File: src/rtl/ps2_host_tx_if.sv
// Command-byte handshake between control logic and the PS/2 host transmitter.
// master = control logic issuing commands, slave = ps2_host_tx.
interface ps2_host_tx_if;
   logic [7:0] tx_data;
   logic       tx_valid;
   logic       tx_ready;
   logic       tx_done;
   logic [1:0] tx_status;

   modport master (
      output tx_data, tx_valid,
      input  tx_ready, tx_done, tx_status
   );

   modport slave (
      input  tx_data, tx_valid,
      output tx_ready, tx_done, tx_status
   );
endinterface

File: src/rtl/ps2_host_tx.sv
// PS/2 host-to-device transmitter: inhibits the bus, issues request-to-send,
// shifts out one byte plus odd parity on device clock falls and collects the ACK.
module ps2_host_tx #(
   parameter int unsigned INHIBIT_CYCLES = 6000,
   parameter int unsigned TIMEOUT_CYCLES = 750000
) (
   input  logic         clk,
   input  logic         reset,
   ps2_host_tx_if.slave tx,
   input  logic         ps2_clock_in,
   input  logic         ps2_data_in,
   output logic         ps2_clock_drive_low,
   output logic         ps2_data_drive_low,
   output logic         rx_block
);

   localparam int unsigned CNT_MAX = (INHIBIT_CYCLES > TIMEOUT_CYCLES) ? INHIBIT_CYCLES : TIMEOUT_CYCLES;
   localparam int unsigned CNT_W   = $clog2(CNT_MAX + 1);
   localparam logic [CNT_W-1:0] INHIBIT_LAST = CNT_W'(INHIBIT_CYCLES - 1);
   localparam logic [CNT_W-1:0] TIMEOUT_LAST = CNT_W'(TIMEOUT_CYCLES - 1);

   localparam logic [1:0] ST_ACK     = 2'b00;
   localparam logic [1:0] ST_NACK    = 2'b01;
   localparam logic [1:0] ST_TIMEOUT = 2'b10;

   typedef enum logic [2:0] {
      S_IDLE,
      S_INHIBIT,
      S_REQ,
      S_SEND,
      S_ACK,
      S_RELEASE
   } state_t;

   state_t state, state_nxt;

   logic clk_meta, clk_sync, clk_prev;
   logic dat_meta, dat_sync;
   logic fall;

   logic [CNT_W-1:0] cnt, cnt_nxt;
   logic [3:0]       bit_cnt, bit_nxt;
   logic [7:0]       shift, shift_nxt;
   logic             parity, parity_nxt;
   logic [1:0]       ack_status, ack_nxt;

   logic clk_drv_q, clk_drv_nxt;
   logic dat_drv_q, dat_drv_nxt;
   logic ready_q, ready_nxt;
   logic block_q, block_nxt;
   logic done_q, done_nxt;
   logic [1:0] status_q, status_nxt;

   // Synchronizers preset high so reset release never looks like a clock fall.
   always_ff @(posedge clk or negedge reset) begin
      if (!reset) begin
         clk_meta <= 1'b1;
         clk_sync <= 1'b1;
         clk_prev <= 1'b1;
         dat_meta <= 1'b1;
         dat_sync <= 1'b1;
      end else begin
         clk_meta <= ps2_clock_in;
         clk_sync <= clk_meta;
         clk_prev <= clk_sync;
         dat_meta <= ps2_data_in;
         dat_sync <= dat_meta;
      end
   end

   assign fall = clk_prev & ~clk_sync;

   always_ff @(posedge clk or negedge reset) begin
      if (!reset) begin
         state      <= S_IDLE;
         cnt        <= '0;
         bit_cnt    <= '0;
         shift      <= '0;
         parity     <= 1'b0;
         ack_status <= ST_ACK;
         clk_drv_q  <= 1'b0;
         dat_drv_q  <= 1'b0;
         ready_q    <= 1'b1;
         block_q    <= 1'b0;
         done_q     <= 1'b0;
         status_q   <= ST_ACK;
      end else begin
         state      <= state_nxt;
         cnt        <= cnt_nxt;
         bit_cnt    <= bit_nxt;
         shift      <= shift_nxt;
         parity     <= parity_nxt;
         ack_status <= ack_nxt;
         clk_drv_q  <= clk_drv_nxt;
         dat_drv_q  <= dat_drv_nxt;
         ready_q    <= ready_nxt;
         block_q    <= block_nxt;
         done_q     <= done_nxt;
         status_q   <= status_nxt;
      end
   end

   // Counter defaults to zero, so any state change or fall clears it.
   always_comb begin
      state_nxt   = state;
      cnt_nxt     = '0;
      bit_nxt     = bit_cnt;
      shift_nxt   = shift;
      parity_nxt  = parity;
      ack_nxt     = ack_status;
      dat_drv_nxt = dat_drv_q;
      done_nxt    = 1'b0;
      status_nxt  = status_q;

      case (state)
         S_IDLE: begin
            dat_drv_nxt = 1'b0;
            if (tx.tx_valid && ready_q) begin
               state_nxt  = S_INHIBIT;
               shift_nxt  = tx.tx_data;
               parity_nxt = ~^tx.tx_data;
            end
         end
         S_INHIBIT: begin
            if (cnt == INHIBIT_LAST) begin
               state_nxt   = S_REQ;
               dat_drv_nxt = 1'b1;
            end else begin
               cnt_nxt = cnt + 1'b1;
            end
         end
         S_REQ: begin
            state_nxt = S_SEND;
            bit_nxt   = '0;
         end
         S_SEND: begin
            if (fall) begin
               bit_nxt = bit_cnt + 4'd1;
               if (bit_cnt < 4'd8) begin
                  dat_drv_nxt = ~shift[bit_cnt[2:0]];
               end else if (bit_cnt == 4'd8) begin
                  dat_drv_nxt = ~parity;
               end else begin
                  dat_drv_nxt = 1'b0;
                  state_nxt   = S_ACK;
               end
            end
         end
         S_ACK: begin
            if (fall) begin
               bit_nxt   = bit_cnt + 4'd1;
               ack_nxt   = dat_sync ? ST_NACK : ST_ACK;
               state_nxt = S_RELEASE;
            end
         end
         S_RELEASE: begin
            if (clk_sync && dat_sync) begin
               state_nxt  = S_IDLE;
               done_nxt   = 1'b1;
               status_nxt = ack_status;
            end
         end
         default: state_nxt = S_IDLE;
      endcase

      if ((state == S_SEND || state == S_ACK || state == S_RELEASE) &&
          state_nxt == state && !fall) begin
         if (cnt == TIMEOUT_LAST) begin
            state_nxt   = S_IDLE;
            dat_drv_nxt = 1'b0;
            done_nxt    = 1'b1;
            status_nxt  = ST_TIMEOUT;
         end else begin
            cnt_nxt = cnt + 1'b1;
         end
      end

      clk_drv_nxt = (state_nxt == S_INHIBIT) || (state_nxt == S_REQ);
      ready_nxt   = (state_nxt == S_IDLE);
      block_nxt   = (state_nxt != S_IDLE);
   end

   assign ps2_clock_drive_low = clk_drv_q;
   assign ps2_data_drive_low  = dat_drv_q;
   assign rx_block            = block_q;
   assign tx.tx_ready         = ready_q;
   assign tx.tx_done          = done_q;
   assign tx.tx_status        = status_q;

endmodule

File: src/flat_wrapper.sv
// flat-port wrapper written by rule: the top's interface ports become plain ports
module ps2_host_tx_flat 
#(
   parameter int unsigned INHIBIT_CYCLES = 6000,
   parameter int unsigned TIMEOUT_CYCLES = 750000
)
  (clk, reset, ps2_clock_in, ps2_data_in, ps2_clock_drive_low, ps2_data_drive_low, rx_block, tx_tx_data, tx_tx_valid, tx_tx_ready, tx_tx_done, tx_tx_status);
  ps2_host_tx_if tx_i ();
  input  logic clk;
  input  logic reset;
  input  logic ps2_clock_in;
  input  logic ps2_data_in;
  output logic ps2_clock_drive_low;
  output logic ps2_data_drive_low;
  output logic rx_block;
  input wire logic [$bits(tx_i.tx_data)-1:0] tx_tx_data;
  input wire logic [$bits(tx_i.tx_valid)-1:0] tx_tx_valid;
  output wire logic [$bits(tx_i.tx_ready)-1:0] tx_tx_ready;
  output wire logic [$bits(tx_i.tx_done)-1:0] tx_tx_done;
  output wire logic [$bits(tx_i.tx_status)-1:0] tx_tx_status;
  assign tx_i.tx_data = tx_tx_data;
  assign tx_i.tx_valid = tx_tx_valid;
  assign tx_tx_ready = tx_i.tx_ready;
  assign tx_tx_done = tx_i.tx_done;
  assign tx_tx_status = tx_i.tx_status;
  ps2_host_tx #(.INHIBIT_CYCLES(INHIBIT_CYCLES), .TIMEOUT_CYCLES(TIMEOUT_CYCLES)) u_core (.clk(clk), .reset(reset), .tx(tx_i), .ps2_clock_in(ps2_clock_in), .ps2_data_in(ps2_data_in), .ps2_clock_drive_low(ps2_clock_drive_low), .ps2_data_drive_low(ps2_data_drive_low), .rx_block(rx_block));
endmodule
File: config.mk
export PLATFORM = sky130hd
export DESIGN_NAME = ps2_host_tx_flat
export DESIGN_NICKNAME = d
export VERILOG_FILES = /design/src/rtl/ps2_host_tx_if.sv /design/src/rtl/ps2_host_tx.sv /design/src/flat_wrapper.sv
export SDC_FILE = /design/constraint.sdc
export NUM_CORES = 1
export LEC_CHECK = 0
export ABC_AREA = 0
export BUFFER_PORTS_ARGS = -buffer_cell sky130_fd_sc_hd__buf_2
export CAP_MARGIN = 0
export CORE_MARGIN = 10
export CORE_UTILIZATION = 53
export CTS_CLUSTER_DIAMETER = 150
export CTS_CLUSTER_SIZE = 10
export DETAILED_ROUTE_END_ITERATION = 10
export GPL_TIMING_DRIVEN = 1
export PLACE_DENSITY = 0.76
export RECOVER_POWER = 50
export SLEW_MARGIN = 5
export SYNTH_ARGS = -nofsm -noshare
export SYNTH_HDL_FRONTEND = slang
export SYNTH_SLANG_ARGS = --single-unit
File: constraint.sdc
create_clock -name clk -period 2.5 [get_ports clk]
set_clock_uncertainty 0.15 [all_clocks]
set_input_delay 0.625 -clock clk [delete_from_list [all_inputs] [get_ports clk]]
set_output_delay 0.625 -clock clk [all_outputs]
set_load 0.005 [all_outputs]
==> metrics list, run 1 <==
- The final count of hold timing violations is 0.
- Highest metal used: met4
- Gpl congestion: ~0.84
- The worst register-to-register path has a depth of 6.
- Synthesis instantiated 48 different standard cells from the library.
* Routed length on met2: ~2300 um
- Using the TritonRoute via totals, the vias-per-cell ratio works out to roughly 5.7.
- Crit Path Max Fanout: 3
* Insertion delay to the later sink of the worst-skew pair: 300 ps
- The synthesized netlist occupies a cell area of 0.002494 sq mm.
- For the pin with the worst max-slew slack, the measured transition is ~1200 ps.
- Maximum number of pins on one net before global-route repair: 28
* Layout cell share with drive strength beyond 1: 0.2271
* Time the worst path needs with I/O delays and setup: between 2000 and 2500 ps
- Top Ports: 20
* Max-cap viol count: 0
* Dpl hpwl: approximately 3600 um
* Crit end category: flop
- Min-Delay Path Depth: 0
* Count of non-filler cells in the finished layout: ~330
- Worst EP arrival: 2440 ps
- In this run, synthesis inferred 0 flip-flops with an integrated enable.
* Vertical extent of the die: around 89 um
- Final net count: roughly 290
- Result of the run: finished clean
- Number of antenna repair diodes: 0
* # placed instances: roughly 320
* All-Layer GR Usage: 0.1374
- Fill cells in the final layout number between 300 and 400.
- The endpoint identified for the worst register-to-register timing path is u_core.ps2_data_drive_low$_DFF_PN0_.
- Clock buffers created by TritonCTS: 5
- Before antenna repair, the detailed router went through 4 iterations.
- Remaining DRCs: 0
- The detailed router finished its first iteration with between 100 and 150 violations.
- After floorplanning, the core was sized to cover around 0.0044 sq mm.
* Post-synth top area cell: sky130_fd_sc_hd__dfrtp_1
* Seq cells post-synth: 49
- Die X-Extent: about 89 um
- The worst hold path terminates at u_core.dat_sync$_DFF_PN1_.
- Total non-filler cell area in the finished layout: roughly 0.0029 sq mm
* DP Area: roughly 0.0027 sq mm
* Antenna-violating nets left: 0
- Setup slack on the critical path of the routed design comes to a little over 100 ps.
- The worst register-to-register path begins at u_core.cnt[11]$_DFF_PN0_.
- The clock tree synthesis step divided the H-tree into 2 levels.
- Wl on met1: ~2300 um
- For this run, the register share of the synthesized area comes to 0.4947.
- Maximum buffer depth of the clock tree: 2
- When the netlist entered floorplanning its net count stood at approximately 260.
- Setup repair after global routing left no endpoint under its margin.
- Headroom to the max-slew limit came out at 0.2275.
- Starting Density: 0.5611
- Hold crit path type: flop to flop
* Setup WS pre-CTS: -9.609 ps
* Yosys Warn Count: 0
* Post-CTS clock slew at the launch and capture registers of the worst setup and hold paths: 90 ps
- Type of the worst setup path: flop to flop
- Leakage power figure: approximately 1.3 nW
- Count of clock tree sinks: slightly below 50
- TritonCTS built the clock tree.
- Data required time of the worst path: ~2600 ps
- Sum of negative setup slack: 0 ps
- Mapped Cells: ~240
* Via count of the first global-routing pass: about 1900
* Hold_buf cts: 0
- Post-CTS setup buffers: 0
- Kind of launch point of the worst setup path: flop
- Among all flip-flop cells after synthesis, the most frequent one is sky130_fd_sc_hd__dfrtp_1.
* Wire length of the first global-routing pass: 8687 um
* Cells taking the most area after synthesis: sky130_fd_sc_hd__dfrtp_1 (43%), sky130_fd_sc_hd__dfstp_2 (6.3%), sky130_fd_sc_hd__xnor2_1 (5.3%)
- Wire length after detailed routing: approximately 4900 um
* Antenna violations before repair: 0
* Vias post-DR: around 1900
- Of the available clock period, the critical path in the final layout requires 0.9585.
* Buffer cell driving the clock tree root: sky130_fd_sc_hd__clkbuf_8
* Routed wire length per instance: between 15 and 20 um
- Number of failing setup endpoints in the final timing report: 0
* Number of placement rows: 24
- Hold Path Origin: u_core.dat_meta$_DFF_PN1_
- The total overflow left after global routing is 0.
- Of the post-synthesis cell area, the dominant cell type holds 0.4315.
- The final count of pins violating max slew is 0.
* Share of flip-flops with an asynchronous set or reset: 1.000
* Routed met3 length: a little over 300 um
- Syn Area/Cell: just over 10 sq um
- Highest achievable clock rate: 417.3 MHz
* Minimum setup slack among reg-to-reg paths: 100 ps
* Number of buffers inserted by port buffering: 19
- Area delta synth->final: 14.30%
- Die ar.: about 0.0078 sq mm
- Maximum VDD drop: approximately 0.54 mV
- Dividing total power by cell area gives a power density of between 700 and 800 mW/mm^2.
worst max-delay path, stage by stage, from the launching register on:
cell                      delay [ps]
sky130_fd_sc_hd__dfrtp_1         400
sky130_fd_sc_hd__or4b_1          500
sky130_fd_sc_hd__or3_1           330
sky130_fd_sc_hd__or4_4           460
sky130_fd_sc_hd__buf_4           170
sky130_fd_sc_hd__o22a_1          190
sky130_fd_sc_hd__o31a_1          100
synthesized netlist by cell type, types with 2 or more instances:
library cell,instances
sky130_fd_sc_hd__or3_1,2
sky130_fd_sc_hd__nand2b_1,3
sky130_fd_sc_hd__xnor2_1,15
sky130_fd_sc_hd__nor2b_1,6
sky130_fd_sc_hd__and4_1,3
sky130_fd_sc_hd__nor3_1,9
sky130_fd_sc_hd__a21oi_1,5
sky130_fd_sc_hd__buf_6,2
sky130_fd_sc_hd__nand2_1,18
sky130_fd_sc_hd__mux2_2,11
sky130_fd_sc_hd__xor2_1,10
sky130_fd_sc_hd__o21ai_0,6
sky130_fd_sc_hd__ha_1,2
sky130_fd_sc_hd__and3_1,6
sky130_fd_sc_hd__a21o_1,3
sky130_fd_sc_hd__a31oi_1,3
sky130_fd_sc_hd__inv_1,2
sky130_fd_sc_hd__nor4_1,4
sky130_fd_sc_hd__o22ai_1,3
sky130_fd_sc_hd__a211oi_1,3
sky130_fd_sc_hd__o21a_1,2
sky130_fd_sc_hd__nor2_1,32
sky130_fd_sc_hd__mux2i_1,2
sky130_fd_sc_hd__clkbuf_1,7
sky130_fd_sc_hd__nand3_1,10
sky130_fd_sc_hd__dfstp_2,6
sky130_fd_sc_hd__dfrtp_1,43
sky130_fd_sc_hd__nand4_1,5
state kept, by name, summed over array words and instances (netlist names), 2 cells and up:
name,cells
u_core.cnt,20
u_core.state,3
u_core.tx.tx_status,2
u_core.shift,8
u_core.bit_cnt,4
metrics by stage:
stage	hold slack (ps)	power [mW]	utilization
finish	208.0	2.067	0.6413
global route	218.1	2.182	0.6413
CTS	155.0	2.083	0.6436
detailed placement	196.8	1.423	0.6135
global placement	197.3	1.405	0.6135
floorplan	179.4	1.282	-
layout make-up:
class / count / area [sq um] / share of cell area
Sequential cell: 49 / 1234 / 0.4328
Multi-Input combinational cell: 181 / 1201 / 0.4214
Timing Repair Buffer: 33 / 209.0 / 0.07331
Clock buffer: 5 / 68.82 / 0.02414
Clock inverter: 3 / 65.06 / 0.02283
Tap cell: 52 / 65.06 / 0.02283
Inverter: 2 / 7.507 / 0.002634
repair_timing:
action | 4_1_cts | 5_1_grt
endpoints found under the setup margin | 22 | 1
gates resized for setup | 0 | 1
pin swaps | 1 | 0
hold endpoints to repair | 0 | 0
cloned | 0 | 0
kinds of logic (layout without fill, tap and decap cells):
logic type,after synthesis,count (layout),synth area share
buffers and inverters,13,43,0.02609
AND/OR/NAND/NOR,106,106,0.2168
XOR/XNOR,25,25,0.08781
flip-flops,49,49,0.4947
multiplexers,14,14,0.06673
AO/OA/AOI/OAI,34,34,0.09784
adder cells (fa/ha/maj),2,2,0.01003
placed cells by master, fill, tap and decap left out, types with 9 or more instances in the layout:
| master | netlist | final |
|---|---|---|
| sky130_fd_sc_hd__xor2_1 | 10 | 10 |
| sky130_fd_sc_hd__buf_2 | 1 | 18 |
| sky130_fd_sc_hd__nor3_1 | 9 | 9 |
| sky130_fd_sc_hd__nand3_1 | 10 | 10 |
| sky130_fd_sc_hd__xnor2_1 | 15 | 15 |
| sky130_fd_sc_hd__dfrtp_1 | 43 | 43 |
| sky130_fd_sc_hd__buf_4 | 0 | 12 |
| sky130_fd_sc_hd__nor2_1 | 32 | 32 |
| sky130_fd_sc_hd__mux2_2 | 11 | 11 |
| sky130_fd_sc_hd__nand2_1 | 18 | 18 |
worst max path at each step:
stage | from | endpoint | slack [ps] | cells past startpoint
floorplan | u_core.cnt[11]$_DFF_PN0_ | u_core.cnt[10]$_DFF_PN0_ | 40 | 6
finish | u_core.cnt[11]$_DFF_PN0_ | u_core.ps2_data_drive_low$_DFF_PN0_ | 100 | 6
detailed placement | u_core.cnt[15]$_DFF_PN0_ | u_core.ps2_data_drive_low$_DFF_PN0_ | -10 | 6
global route | u_core.cnt[11]$_DFF_PN0_ | u_core.cnt[18]$_DFF_PN0_ | 6 | 6
CTS | u_core.cnt[11]$_DFF_PN0_ | u_core.ps2_data_drive_low$_DFF_PN0_ | 100 | 6
global placement | u_core.cnt[15]$_DFF_PN0_ | u_core.ps2_data_drive_low$_DFF_PN0_ | 30 | 6
routing by layer:
metal | track usage | vias to the layer above
met1 | 0.1746 | 896
met3 | 0.03952 | 8
met2 | 0.2204 | 42
met4 | 0.04405 | 0
li1 | - | 922
met5 | 0 | -
power breakdown:
part           internal, mW  total, mW  leakage [nW]  switching, mW
Clock                 0.397      0.663        0.0681          0.266
Combinational         0.214      0.391         0.585          0.178
Sequential            0.927       1.01         0.627         0.0856
Total                  1.54       2.07          1.28          0.529
No activity file was read; power rests on OpenSTA's default activity.
==> run 2: changes to the inputs <==
Settings changed: CORE_UTILIZATION 53 to 41, PLACE_DENSITY 0.76 to 0.61.
==> run 2 against run 1 <==
  * Clock-buffer cell count is the same
  * First-iteration DRC count is 50% lower
  * Via count grew 0.32%
  * Cell area up 3.9%
  * Combinational power increased by 17%
  * Critical path type unchanged
  * Critical endpoint is now u_core.cnt[2]$_DFF_PN0_
==> metrics list, run 2 (synthesis gave the netlist of run 1 again) <==
- DP Area: roughly 0.0027 sq mm
* Antenna violations before repair: 0
- Fill cells in the final layout number around 550.
* CTS tree: built
* Leakage power figure: 1.305 nW
- In this run the worst path has a maximum fanout of 5.
- Cell with the largest stage delay on the worst path: sky130_fd_sc_hd__or4b_1
- The tightest min-delay check is of the flop to flop type.
* Vias post-DR: approximately 1900
- Compared with the post-synthesis result, the final layout area differs by 18.77%.
* Via density: 5.309
* Number of antenna repair diodes: 0
- Core region area: between 0.005 and 0.006 sq mm
* Remaining DRCs: 0
- At the end of the flow, the number of nets in the layout was between 200 and 300.
* Via count of the first global-routing pass: 1876
* Top reg by flops: u_core.cnt
- Tightest slew margin relative to the limit: 0.2176
- The initial utilization of the core area, before any placement, comes to 0.4212.
* Insertion delay to the later sink of the worst-skew pair: ~310 ps
- Wire length of the first global-routing pass: 8914 um
- Dpl hpwl: roughly 3600 um
- Total non-filler cell area in the finished layout: roughly 0.0030 sq mm
* Highest achievable clock rate: approximately 400 MHz
- Worst EP arrival: about 2500 ps
* Wire length after detailed routing: approximately 5300 um
- Data required time of the worst path: approximately 2600 ps
* H-tree Lvls: 2
* Critical path's largest stage delay: about 520 ps
* Type of the worst setup path: flop to flop
- Maximum VDD drop: around 0.41 mV
- Of the cells placed in the final design, the portion with a size suffix greater than 1 is 0.2662.
* Registers with the highest flip-flop counts: u_core.cnt (20), u_core.shift (8), u_core.bit_cnt (4)
- In the finished design, the share of the clock period the worst path needs comes to 0.9928.
- Once layout is complete, the cells apart from fillers number roughly 350.
* Final-layout worst hold slack: around 210 ps
- Leaving out fill and tap cells, the most frequent cell in the layout is sky130_fd_sc_hd__dfrtp_1.
- For this block, the initial DRC count from the detailed router was 59.
* Antenna-violating nets left: 0
* Final Hold Viols: 0
- Die ar.: approximately 0.0096 sq mm
- The number of hold buffers added after CTS was 0.
* Result of the run: finished clean
- Clock buffers created by TritonCTS: 5
* Multi-input combinational cell area: between 0.001 and 0.0015 sq mm
- Setup repair after global routing could not meet its margin everywhere.
- Final number of max-transition violations: 0
- Crit end category: flop
- After clock tree synthesis, the clock-pin slew on the worst setup and hold paths is 90 ps.
- The tree is rooted in a sky130_fd_sc_hd__clkbuf_8.
- Slew @ Worst Pin: approximately 1200 ps
- Registers take 0.001234 sq mm.
* Number of buffers inserted by port buffering: 19
- The first detailed-routing pass took 4 iterations.
- Gpl congestion: between 0.8 and 0.9
- The die is 97.99 um wide.
* Kind of launch point of the worst setup path: flop
- Of the total power, the clock network draws 0.283.
- Of the total power, the share spent switching nets is 0.2751.
* Top Ports: 20
- Cell Int Power: roughly 1.5 mW
- Routed wire length per instance: 14.90 um
- In the layout the commonest cells are sky130_fd_sc_hd__dfrtp_1 (43), sky130_fd_sc_hd__nor2_1 (26), sky130_fd_sc_hd__nand2_1 (18), sky130_fd_sc_hd__buf_2 (18), sky130_fd_sc_hd__xnor2_1 (15).
- The total overflow left after global routing is 0.
- In this run the power spent charging and discharging nets is ~0.57 mW.
* Max-cap viol count: 0
- Total power for the finished layout comes to 2.055 mW.
* Time the worst path needs with I/O delays and setup: 2482 ps
- Counting tap cells, the placed design contains a total of between 300 and 400 instances.
* Number of failing setup endpoints in the final timing report: 0
* Count of clock tree sinks: 49
* Vertical extent of the die: between 90 and 100 um
- The share of total power dissipated in sequential elements is 0.495.
* Pwr/cell area: 694.0 mW/mm^2
- In the global route stage, overall resource usage came out at 0.1095.
* Maximum buffer depth of the clock tree: 2
- Entering global routing, the biggest net connects 27 pins.
- Number of placement rows: 28
- The critical path goes through or4b_1 > or3_4 > or4_4 > a31oi_4 > buf_12 > clkbuf_16 > nor2_2.
- Flip-flop count of the largest register after layout: 20
- Final cell utilization of the core: 0.5002
- The share of total power dissipated in combinational logic is 0.222.
run 2: final cells by class:
class,count,share of cell area
flip-flops and latches,49,0.4166
multi-input cells,181,0.4102
repair buffers,38,0.1001
well taps,75,0.03169
clock buffers,5,0.02324
clock inverters,3,0.01563
inverters,2,0.002535
run 2: worst paths after layout:
kind / from / to / slack (ps) / cells past startpoint
worst max-delay path: u_core.cnt[11]$_DFF_PN0_ / u_core.cnt[2]$_DFF_PN0_ / 20 / 7
worst min-delay path: u_core.clk_meta$_DFF_PN1_ / u_core.clk_sync$_DFF_PN1_ / 210 / 0
worst max register to register: u_core.cnt[11]$_DFF_PN0_ / u_core.cnt[2]$_DFF_PN0_ / 20 / 7
worst min register to register: u_core.clk_meta$_DFF_PN1_ / u_core.clk_sync$_DFF_PN1_ / 210 / 0
max in group asynchronous: reset / u_core.cnt[9]$_DFF_PN0_ / 570 / 2
min in group asynchronous: reset / u_core.shift[5]$_DFFE_PN0P_ / 370 / 1
run 2: worst max-delay path, delay by kind of cell (launching register included):
kind / cells / cell delay (ps)
buf+inv: 2 / 280
compound gates: 1 / 180
flops: 1 / 390
simple gates: 4 / 1370
run 2: what timing repair did:
item,in CTS,in global routing
gates cloned,1,1
pin swaps,2,0
endpoints found under the setup margin,20,21
gates resized for setup,1,7
setup buffers,0,5
run 2: routing by layer:
| layer | routed length, um | track usage |
|---|---|---|
| met2 | 2311 | 0.1629 |
| met3 | 212 | 0.03242 |
| met5 | 0 | 0 |
| met4 | 78 | 0.03915 |
| met1 | 2656 | 0.1466 |
run 2: power by group through the flow:
stage,sequential (mW),combinational [mW],clock [mW]
after floorplan,1.01,0.272,0
after global placement,1.03,0.378,0
after detailed placement,1.03,0.381,0
after CTS,1.02,0.415,0.600
after global routing,1.04,0.507,0.623
final,1.02,0.456,0.582
run 2: per-stage QoR:
step / TNS [ps] / setup slack [ps]
finish: 0 / 18.07
global route: -562.4 / -55.33
CTS: 0 / 25.96
detailed placement: -585.1 / -39.46
global placement: 0 / 24.89
floorplan: 0 / 37.25
